==> src/rtl/alu_pkg.sv <==
// Shared types for the ALU execute-to-writeback path: opcodes, the beat state
// and the default-width FIFO entry layout.
package alu_pkg;

  localparam int ALU_N      = 8;
  localparam int ALU_REG_AW = 3;

  typedef enum logic [2:0] {
    OP_ADD = 3'b000,
    OP_AND = 3'b001,
    OP_SUB = 3'b010,
    OP_OR  = 3'b011,
    OP_XOR = 3'b100,
    OP_MUL = 3'b101,
    OP_DIV = 3'b110,
    OP_SLT = 3'b111
  } alu_op_e;

  typedef enum logic {
    S_LO = 1'b0,
    S_HI = 1'b1
  } beat_state_e;

  typedef struct packed {
    logic [2*ALU_N-1:0]    result;
    alu_op_e               op;
    logic [ALU_REG_AW-1:0] dest;
  } entry_t;

endpackage

==> src/rtl/alu_wb_buffer_sync_fifo.sv <==
// Single-clock FIFO with first-word-fall-through head and an occupancy count.
// Push is ignored when full and pop is ignored when empty.
module sync_fifo #(
  parameter int WIDTH = 8,
  parameter int DEPTH = 4
) (
  input  logic                     clk,
  input  logic                     rst_n,
  input  logic                     push,
  input  logic                     pop,
  input  logic [WIDTH-1:0]         wdata,
  output logic [WIDTH-1:0]         rdata,
  output logic                     full,
  output logic                     empty,
  output logic [$clog2(DEPTH):0]   count
);

  localparam int AW = $clog2(DEPTH);

  logic [WIDTH-1:0] mem [DEPTH];
  logic [AW-1:0]    wr_ptr_q, wr_ptr_d;
  logic [AW-1:0]    rd_ptr_q, rd_ptr_d;
  logic [AW:0]      count_q, count_d;
  logic             do_push, do_pop;

  assign full    = (count_q == (AW+1)'(DEPTH));
  assign empty   = (count_q == '0);
  assign count   = count_q;
  assign rdata   = mem[rd_ptr_q];
  assign do_push = push && !full;
  assign do_pop  = pop && !empty;

  // NOTE: every signal written in always_comb gets a default first, so no path leaves it unassigned and no latch is inferred.
  always_comb begin
    wr_ptr_d = wr_ptr_q;
    rd_ptr_d = rd_ptr_q;
    count_d  = count_q;
    if (do_push) wr_ptr_d = wr_ptr_q + AW'(1);
    if (do_pop)  rd_ptr_d = rd_ptr_q + AW'(1);
    if (do_push && !do_pop)      count_d = count_q + 1'b1;
    else if (do_pop && !do_push) count_d = count_q - 1'b1;
  end

  // NOTE: sequential state uses non-blocking assignments so every flop samples pre-edge values.
  always_ff @(posedge clk or negedge rst_n) begin
    if (!rst_n) begin
      wr_ptr_q <= '0;
      rd_ptr_q <= '0;
      count_q  <= '0;
    end else begin
      wr_ptr_q <= wr_ptr_d;
      rd_ptr_q <= rd_ptr_d;
      count_q  <= count_d;
    end
  end

  // NOTE: storage is deliberately not reset; the count alone says which words are meaningful.
  always_ff @(posedge clk) begin
    if (do_push) mem[wr_ptr_q] <= wdata;
  end

endmodule

==> src/rtl/alu_wb_buffer.sv <==
// Execute-to-writeback buffer: queues 2N-bit ALU results and emits N-bit
// register-file write beats, splitting multiply results into low then high.
module alu_wb_buffer
  import alu_pkg::*;
#(
  parameter int N      = ALU_N,
  parameter int DEPTH  = 4,
  parameter int REG_AW = ALU_REG_AW
) (
  input  logic                     clk,
  input  logic                     rst_n,
  input  logic                     in_valid,
  output logic                     in_ready,
  input  logic [2*N-1:0]           in_result,
  input  logic [2:0]               in_op,
  input  logic [REG_AW-1:0]        in_dest,
  output logic                     wb_valid,
  input  logic                     wb_ready,
  output logic [N-1:0]             wb_data,
  output logic [REG_AW-1:0]        wb_addr,
  output logic                     wb_hi,
  output logic                     wb_carry,
  output logic                     wb_zero,
  output logic [$clog2(DEPTH):0]   occupancy
);

  typedef struct packed {
    logic [2*N-1:0]    result;
    alu_op_e           op;
    logic [REG_AW-1:0] dest;
  } wb_entry_t;

  wb_entry_t   push_entry, head;
  beat_state_e state_q, state_d;
  logic        live_q;
  logic        full, empty, push, pop, handshake;

  // in_ready stays low until the first edge after reset release.
  always_ff @(posedge clk or negedge rst_n) begin
    if (!rst_n) live_q <= 1'b0;
    else        live_q <= 1'b1;
  end

  assign push_entry = '{result: in_result, op: alu_op_e'(in_op), dest: in_dest};
  assign in_ready   = live_q && !full;
  assign push       = in_valid && in_ready;
  assign wb_valid   = !empty;
  assign handshake  = wb_valid && wb_ready;

  sync_fifo #(
    .WIDTH ($bits(wb_entry_t)),
    .DEPTH (DEPTH)
  ) u_fifo (
    .clk   (clk),
    .rst_n (rst_n),
    .push  (push),
    .pop   (pop),
    .wdata (push_entry),
    .rdata (head),
    .full  (full),
    .empty (empty),
    .count (occupancy)
  );

  always_comb begin
    state_d = state_q;
    pop     = 1'b0;
    if (handshake) begin
      unique case (state_q)
        S_LO: begin
          if (head.op == OP_MUL) state_d = S_HI;
          else                   pop     = 1'b1;
        end
        S_HI: begin
          pop     = 1'b1;
          state_d = S_LO;
        end
        default: state_d = S_LO;
      endcase
    end
  end

  always_ff @(posedge clk or negedge rst_n) begin
    if (!rst_n) state_q <= S_LO;
    else        state_q <= state_d;
  end

  // Beat fields are forced to zero whenever nothing is presented.
  always_comb begin
    wb_data  = '0;
    wb_addr  = '0;
    wb_hi    = 1'b0;
    wb_carry = 1'b0;
    wb_zero  = 1'b0;
    if (wb_valid) begin
      wb_zero = (head.result == '0);
      if (state_q == S_HI) begin
        wb_data = head.result[2*N-1:N];
        wb_addr = head.dest + 1'b1;
        wb_hi   = 1'b1;
      end else begin
        wb_data  = head.result[N-1:0];
        wb_addr  = head.dest;
        wb_carry = (head.op == OP_ADD) && head.result[N];
      end
    end
  end

endmodule

==> config.mk <==
export PLATFORM = sky130hd
export DESIGN_NAME = alu_wb_buffer
export DESIGN_NICKNAME = d
export VERILOG_FILES = /design/src/rtl/alu_pkg.sv /design/src/rtl/alu_wb_buffer_sync_fifo.sv /design/src/rtl/alu_wb_buffer.sv
export SDC_FILE = /design/constraint.sdc
export NUM_CORES = 1
export LEC_CHECK = 0
export ABC_AREA = 1
export BUFFER_PORTS_ARGS = -buffer_cell sky130_fd_sc_hd__clkbuf_2
export CAP_MARGIN = 30
export CORE_ASPECT_RATIO = 0.9
export CORE_MARGIN = 3
export CORE_UTILIZATION = 45
export DETAILED_ROUTE_END_ITERATION = 10
export HOLD_SLACK_MARGIN = 0.08
export PLACE_DENSITY = 0.64
export SKIP_CTS_REPAIR_TIMING = 1
export SLEW_MARGIN = 10
export SYNTH_ARGS = -nofsm -noshare
export SYNTH_HDL_FRONTEND = slang
export SYNTH_SLANG_ARGS = --single-unit
==> constraint.sdc <==
create_clock -name clk -period 5.2 [get_ports clk]
set_input_delay 0.52 -clock clk [delete_from_list [all_inputs] [get_ports clk]]
set_output_delay 0.52 -clock clk [all_outputs]
set_load 0.02 [all_outputs]
==> flow_summary.toml, run 1 <==
[status]
status = "complete, no violations"

[power]
power_w = 0.002680
peakVddDrop_v = 0.0002462
p_leak_nw = 1.900
powerDensity_nw_per_um2 = 570.6

[detailed_routing]
vias = 2688
routed_via_density = 5.072
drtPass1Iterations = 4
drc_errors = 0
antenna_left = 0
dr.first_iter.drc_count = 112
drt_wl_total_um = 8199
wire_per_inst_um = 15.47

[cts]
clock_sinks = 97
root_buffer = "clkbuf_8"
cts_buffer_depth = 2
cts_tree = "done"
htreeDepth = 3
cts_made_buffers = 9
clkLatencyLatePin_ns = 0.36
clk_pin_slew_ns = 0.10

[timing]
setup_tns_ns = 0
finalCritPeriodShare = 0.6165
report.final.slew_viol_count = 0
setup_violations = 0
tightestPinTransition_ns = 0.7438
hold_violations = 0
slew_headroom = 0.5034
rsz0062_at_grt = "false"
final.min_clock_period_ns = 3.206
finalWorstSetupSlack_ns = 1.994
clock.fmax_mhz = 312.0
fin_skew_ns = 0.006385

[setup_path]
cpMostUsedCell = "nand2_1"
startpoint = "u_fifo.rd_ptr_q[0]$_DFFE_PN0P_"
regToRegStartpoint = "u_fifo.rd_ptr_q[0]$_DFFE_PN0P_"
rrSetupSlack_ns = 2.23
cp_slowest_stage_delay_ns = 0.62
crit_type = "flip-flop to output pin"
start_kind = "flip-flop"
crit_chain = "buf_4 -> inv_2 -> nand2_1 -> nand2_1 -> nand2_1 -> o21ai_2 -> ha_1 -> nand2_1 -> inv_1 -> o21ai_1 -> a21oi_1 -> clkbuf_2"
endpoint_kind = "output pin"
crit_family = "buffers and inverters"
crit_buf_inv = 4
critPathSlowestCell = "inv_2"
worstPathMaxFanout = 47
worstPathArrival_ns = 2.69
critical_path_required_ns = 4.68

[global_route]
grt_max_degree = 48
grt_pass1_vias = 2505
grt_overflow = 0
antenna_found_initial = 0
grt_pass1_wl_um = 12840
grt_usage = 0.1614

[synthesis]
synth_seq_cells = 97
synth_nets = 392
synth-warning-count = 0
yosys.cell_types.count = 30
yosysTopAreaCell = "edfxtp_1"
synth_cells = 359
avgSynthCellArea_um2 = 11.60
ys_seq_area_frac = 0.6889
netlist_area_um2 = 4163
synth_top_area_frac = 0.6348
synth.area.top_cells = "edfxtp_1 (63%), nand2_1 (11%), dfrtp_1 (5.4%), nand3_1 (4.8%), ha_1 (1.8%)"

[finish]
drive_gt1_frac = 0.2092
syn2layout_area_growth_pct = 12.80
final_common_cell = "nand2_1"
final_cell_mix = "nand2_1 (120), edfxtp_1 (88), clkbuf_2 (44)"
layout.nets = 439
fillCellCount = 758
antenna_cells = 0
design_area_um2 = 4696
post-route-util = 0.5355

[placed_design]
port_buffers = 44
place_hpwl_um = 5059
post-place-ws_ns = 2.265
place_congestion = 0.7674
dpl-instance-area_um2 = 4454

[flow_run]
cap_violations = 0

[floorplan]
die_y_um = 97.25
core_region_area_um2 = 8768
die_w_um = 107.4
die-area_um2 = 10440
row_count = 32
boundaryPins = 45
initial_core_util = 0.4747

[min_path]
holdCritStartpoint = "in_result[10]"
hold_path_class = "primary input to flip-flop"
final timing paths:
kind                                             endpoint  cells past startpoint
setup / recovery                               wb_addr[2]                     12
hold / removal                u_fifo.mem[0][16]$_DFFE_PP_                      1
setup reg to reg              u_fifo.count[2]$_DFFE_PN0P_                     14
hold reg to reg               u_fifo.count[0]$_DFFE_PN0P_                      1
max in group asynchronous  u_fifo.rd_ptr_q[1]$_DFFE_PN0P_                      2
min in group asynchronous     u_fifo.count[0]$_DFFE_PN0P_                      2
sequential cells by signal (all words and copies together), names as in the netlist:
| signal | count |
|---|---|
| live_q | 1 |
| state_q | 1 |
| u_fifo.count | 3 |
| u_fifo.mem | 88 |
| u_fifo.rd_ptr_q | 2 |
| u_fifo.wr_ptr_q | 2 |
cell type report:
| class | instances | area (um^2) | share of cell area |
|---|---|---|---|
| clock buffer | 9 | 123.9 | 0.02638 |
| clock inverter | 7 | 107.6 | 0.02291 |
| inverter | 21 | 78.83 | 0.01679 |
| multi-input combinational | 226 | 1094 | 0.2329 |
| sequential | 97 | 2868 | 0.6107 |
| tap | 119 | 148.9 | 0.03171 |
| timing repair buffer | 51 | 275.3 | 0.05862 |
per-stage QoR:
stage	cells	hold WS, ns
floorplan	359	0.2244
CTS	529	-0.01283
detailed placement	513	0.3878
global placement	513	0.3880
finish	530	0.3665
global route	530	0.3603
cells in the mapped netlist, drive strengths merged:
cell type / instances
edfxtp: 88
ha: 6
nand2: 125
nor2: 20
mux2: 1
nand4: 1
or2: 1
xnor2: 2
a21boi: 1
nor3: 1
nand3: 41
buf: 15
fa: 1
inv: 21
dfrtp: 9
conb: 1
a21oi: 3
xor2: 2
o22ai: 7
o21ai: 13
layer usage:
layer	global-route usage	wire, um
met5	0	0
met4	0.06408	143
met3	0.04053	615
met2	0.2501	3857
met1	0.2191	3583
worst reg2reg max path, delay by kind of cell, from the launching register on:
kind / cells / cell delay [ns]
buf+inv: 3 / 0.97
simple gates: 6 / 0.61
fa+ha+maj: 2 / 0.51
flops: 1 / 0.37
compound gates: 2 / 0.25
xor+xnor: 1 / 0.15
report_power, final:
part / switching [W] / total [W] / internal (W)
combinational: 0.000788 / 0.00112 / 0.000336
clock: 0.000269 / 0.000550 / 0.000281
sequential: 0.0000465 / 0.00101 / 0.000959
cells by family after synthesis:
| logic type | share of synthesized area |
|---|---|
| simple gates | 0.1921 |
| flops | 0.6889 |
| buf+inv | 0.05079 |
| compound gates | 0.03336 |
| fa+ha+maj | 0.02284 |
| xor+xnor | 0.008418 |
| other cells | 0.0009008 |
| mux | 0.002705 |
(Power assumes the default switching activity.)
==> run 2: changes to the inputs <==
--- a/config.mk
+++ b/config.mk
@@ -5,7 +5,7 @@
 export SDC_FILE = /design/constraint.sdc
 export NUM_CORES = 1
 export LEC_CHECK = 0
-export ABC_AREA = 1
+export ABC_AREA = 0
 export BUFFER_PORTS_ARGS = -buffer_cell sky130_fd_sc_hd__clkbuf_2
 export CAP_MARGIN = 30
 export CORE_ASPECT_RATIO = 0.9
@@ -13,7 +13,7 @@
 export CORE_UTILIZATION = 45
 export DETAILED_ROUTE_END_ITERATION = 10
 export HOLD_SLACK_MARGIN = 0.08
-export PLACE_DENSITY = 0.64
+export PLACE_DENSITY = 0.67
 export SKIP_CTS_REPAIR_TIMING = 1
 export SLEW_MARGIN = 10
 export SYNTH_ARGS = -nofsm -noshare
==> constraint.sdc (replaced) <==
create_clock -name clk -period 2.9 [get_ports clk]
set_input_delay 0.29 -clock clk [delete_from_list [all_inputs] [get_ports clk]]
set_output_delay 0.29 -clock clk [all_outputs]
set_load 0.02 [all_outputs]
==> run 2 against run 1 <==
- routed wire length is 15% lower
- critical endpoint is now wb_zero
- highest routed layer unchanged
- worst setup slack got worse by 1.9 ns
- global-route usage fell by 0.89 points
==> flow_summary.toml, run 2 <==
[global_route]
grt_pass1_vias = 2039
antenna_found_initial = 0
grt_pass1_wl_um = 10860
grt_max_degree = 23
grt_usage = 0.1525
grt_overflow = 0

[setup_path]
rrSetupSlack_ns = 0.28
crit_chain = "buf_12 -> mux4_2 -> nor4_2 -> nand4_1 -> nor4_2 -> buf_4"
worstPathArrival_ns = 2.49
cp_slowest_stage_delay_ns = 0.53
start_kind = "flip-flop"
r2r-end = "u_fifo.count[2]$_DFFE_PN0P_"
path_depth = 6
crit_type = "flip-flop to output pin"
r2r_cells = 10
worstPathMaxFanout = 11
crit_family = "simple AND/OR/NAND/NOR gates"
critPathSlowestCell = "mux4_2"
crit_buf_inv = 2
endpoint_kind = "output pin"
critical_path_required_ns = 2.61
cpMostUsedCell = "nor4_2"
regToRegStartpoint = "u_fifo.rd_ptr_q[0]$_DFFE_PN0P_"

[synthesis]
synth_nets = 227
netlist_area_um2 = 3906
synth-warning-count = 0
synthFlopType = "edfxtp_1"
netlist_top_cells_count = "edfxtp_1 (88), mux4_2 (22), nor2_1 (14)"
yosysTopAreaCell = "edfxtp_1"
synth_most_common_cell = "edfxtp_1"
synth_edf_count = 88
yosys.cell_types.count = 29
async_flop_share = 0.09278
synth_cells = 194
synth_top_area_frac = 0.6765
ys_seq_area_frac = 0.7341
synth.area.top_cells = "edfxtp_1 (68%), mux4_2 (13%), dfrtp_1 (5.8%), mux2i_1 (2.3%), ha_1 (1.9%)"
avgSynthCellArea_um2 = 20.14
synth_seq_cells = 97

[timing]
fin_skew_ns = 0.006422
final.min_clock_period_ns = 2.778
hold_violations = 0
fin_hold_ws_ns = 0.1473
setup_violations = 0
clock.fmax_mhz = 360.0
report.final.slew_viol_count = 0
finalCritPeriodShare = 0.9578

[placed_design]
dpl-instance-area_um2 = 4320
port_buffers = 44
place_hpwl_um = 4470
place_congestion = 0.7396

[min_path]
holdPathStages = 1
holdCritStartpoint = "in_dest[1]"
worstHoldEndpoint = "u_fifo.mem[2][1]$_DFFE_PP_"
hold_path_class = "primary input to flip-flop"

[floorplan]
die_y_um = 94.39
die_w_um = 104.2
initial_core_util = 0.4728
core_region_area_um2 = 8262
row_count = 31
die-area_um2 = 9836
boundaryPins = 45

[finish]
layout.nets = 289
largest_reg_flops = 88
antenna_cells = 0
syn2layout_area_growth_pct = 16.37
design_area_um2 = 4546
drive_gt1_frac = 0.3870
fillCellCount = 663
final_cell_mix = "edfxtp_1 (88), clkbuf_2 (43), mux4_2 (22)"
final_common_cell = "edfxtp_1"
post-route-util = 0.5502
regMostFlops = "u_fifo.mem"

[detailed_routing]
dr.first_iter.drc_count = 98
drc_errors = 0
vias = 1958
drt_wl_total_um = 6958
routed_via_density = 5.207
drtPass1Iterations = 4
antenna_left = 0
wire_per_inst_um = 18.51

[cts]
root_buffer = "clkbuf_8"
cts_tree = "done"
cts_made_buffers = 9
clkLatencyLatePin_ns = 0.35
htreeDepth = 3
cts_buffer_depth = 2
clock_sinks = 97
clk_pin_slew_ns = 0.09

[power]
power_w = 0.004347
p_leak_nw = 1.596
powerDensity_nw_per_um2 = 956.3
peakVddDrop_v = 0.0005077

[flow_run]
cap_violations = 0

[status]
status = "complete, no violations"
-- run 2: power breakdown --
part | switching (W) | internal (W) | total (W)
Combinational | 0.00100 | 0.000781 | 0.00179
Sequential | 0.0000957 | 0.00173 | 0.00182
Clock | 0.000434 | 0.000304 | 0.000739
-- run 2: cell families after synthesis --
| family | count (synthesis) | synth area share |
|---|---|---|
| mux | 33 | 0.1557 |
| simple gates | 34 | 0.04580 |
| compound gates | 2 | 0.003203 |
| xor+xnor | 8 | 0.01794 |
| buf+inv | 12 | 0.01794 |
| flops | 97 | 0.7341 |
| other cells | 1 | 0.0009600 |
| fa+ha+maj | 7 | 0.02434 |
-- run 2: metrics by stage --
stage / TNS [ns] / worst slack (ns) / instances
6_report: 0 / 0.1223 / 376
5_1_grt: -0.05516 / -0.05516 / 376
4_1_cts: -0.1783 / -0.1783 / 371
3_5_place_dp: 0 / 0.2402 / 355
3_3_place_gp: 0 / 0.2214 / 355
2_1_floorplan: 0 / 0.4583 / 194
-- run 2: area by class of cell --
cell class	count	area, um^2	share of cell area
sequential	97	2869	0.6312
multi-input combinational	85	992.2	0.2183
timing repair buffer	59	362.8	0.07982
tap	115	143.9	0.03165
clock buffer	10	127.6	0.02808
clock inverter	6	35.03	0.007707
inverter	4	15.01	0.003303
-- run 2: worst register-to-register path: cells and delay by family, from the launching register on --
kind	cells	cell delay, ns
adder cells (fa/ha/maj)	2	0.57
flip-flops	1	0.42
XOR/XNOR	2	0.31
AND/OR/NAND/NOR	3	0.53
buffers and inverters	2	0.19
multiplexers	1	0.51
-- run 2: per-layer routing --
layer  routed length (um)  global-route usage  vias to the layer above
met4                  128             0.06645                        0
li1                     -                   -                      892
met1                 3176              0.2035                     1001
met3                  375             0.03964                       12
met2                 3277              0.2413                       53
met5                    0                   0                        -
-- run 2: worst max-delay path by stage --
stage,start,end,slack (ns)
after floorplan,u_fifo.count[0]$_DFFE_PN0P_,u_fifo.count[2]$_DFFE_PN0P_,0.46
after global placement,u_fifo.rd_ptr_q[0]$_DFFE_PN0P_,wb_zero,0.22
after detailed placement,u_fifo.rd_ptr_q[0]$_DFFE_PN0P_,wb_zero,0.24
after CTS,u_fifo.rd_ptr_q[0]$_DFFE_PN0P_,wb_zero,-0.18
after global routing,u_fifo.rd_ptr_q[0]$_DFFE_PN0P_,wb_zero,-0.06
final,u_fifo.rd_ptr_q[0]$_DFFE_PN0P_,wb_zero,0.12
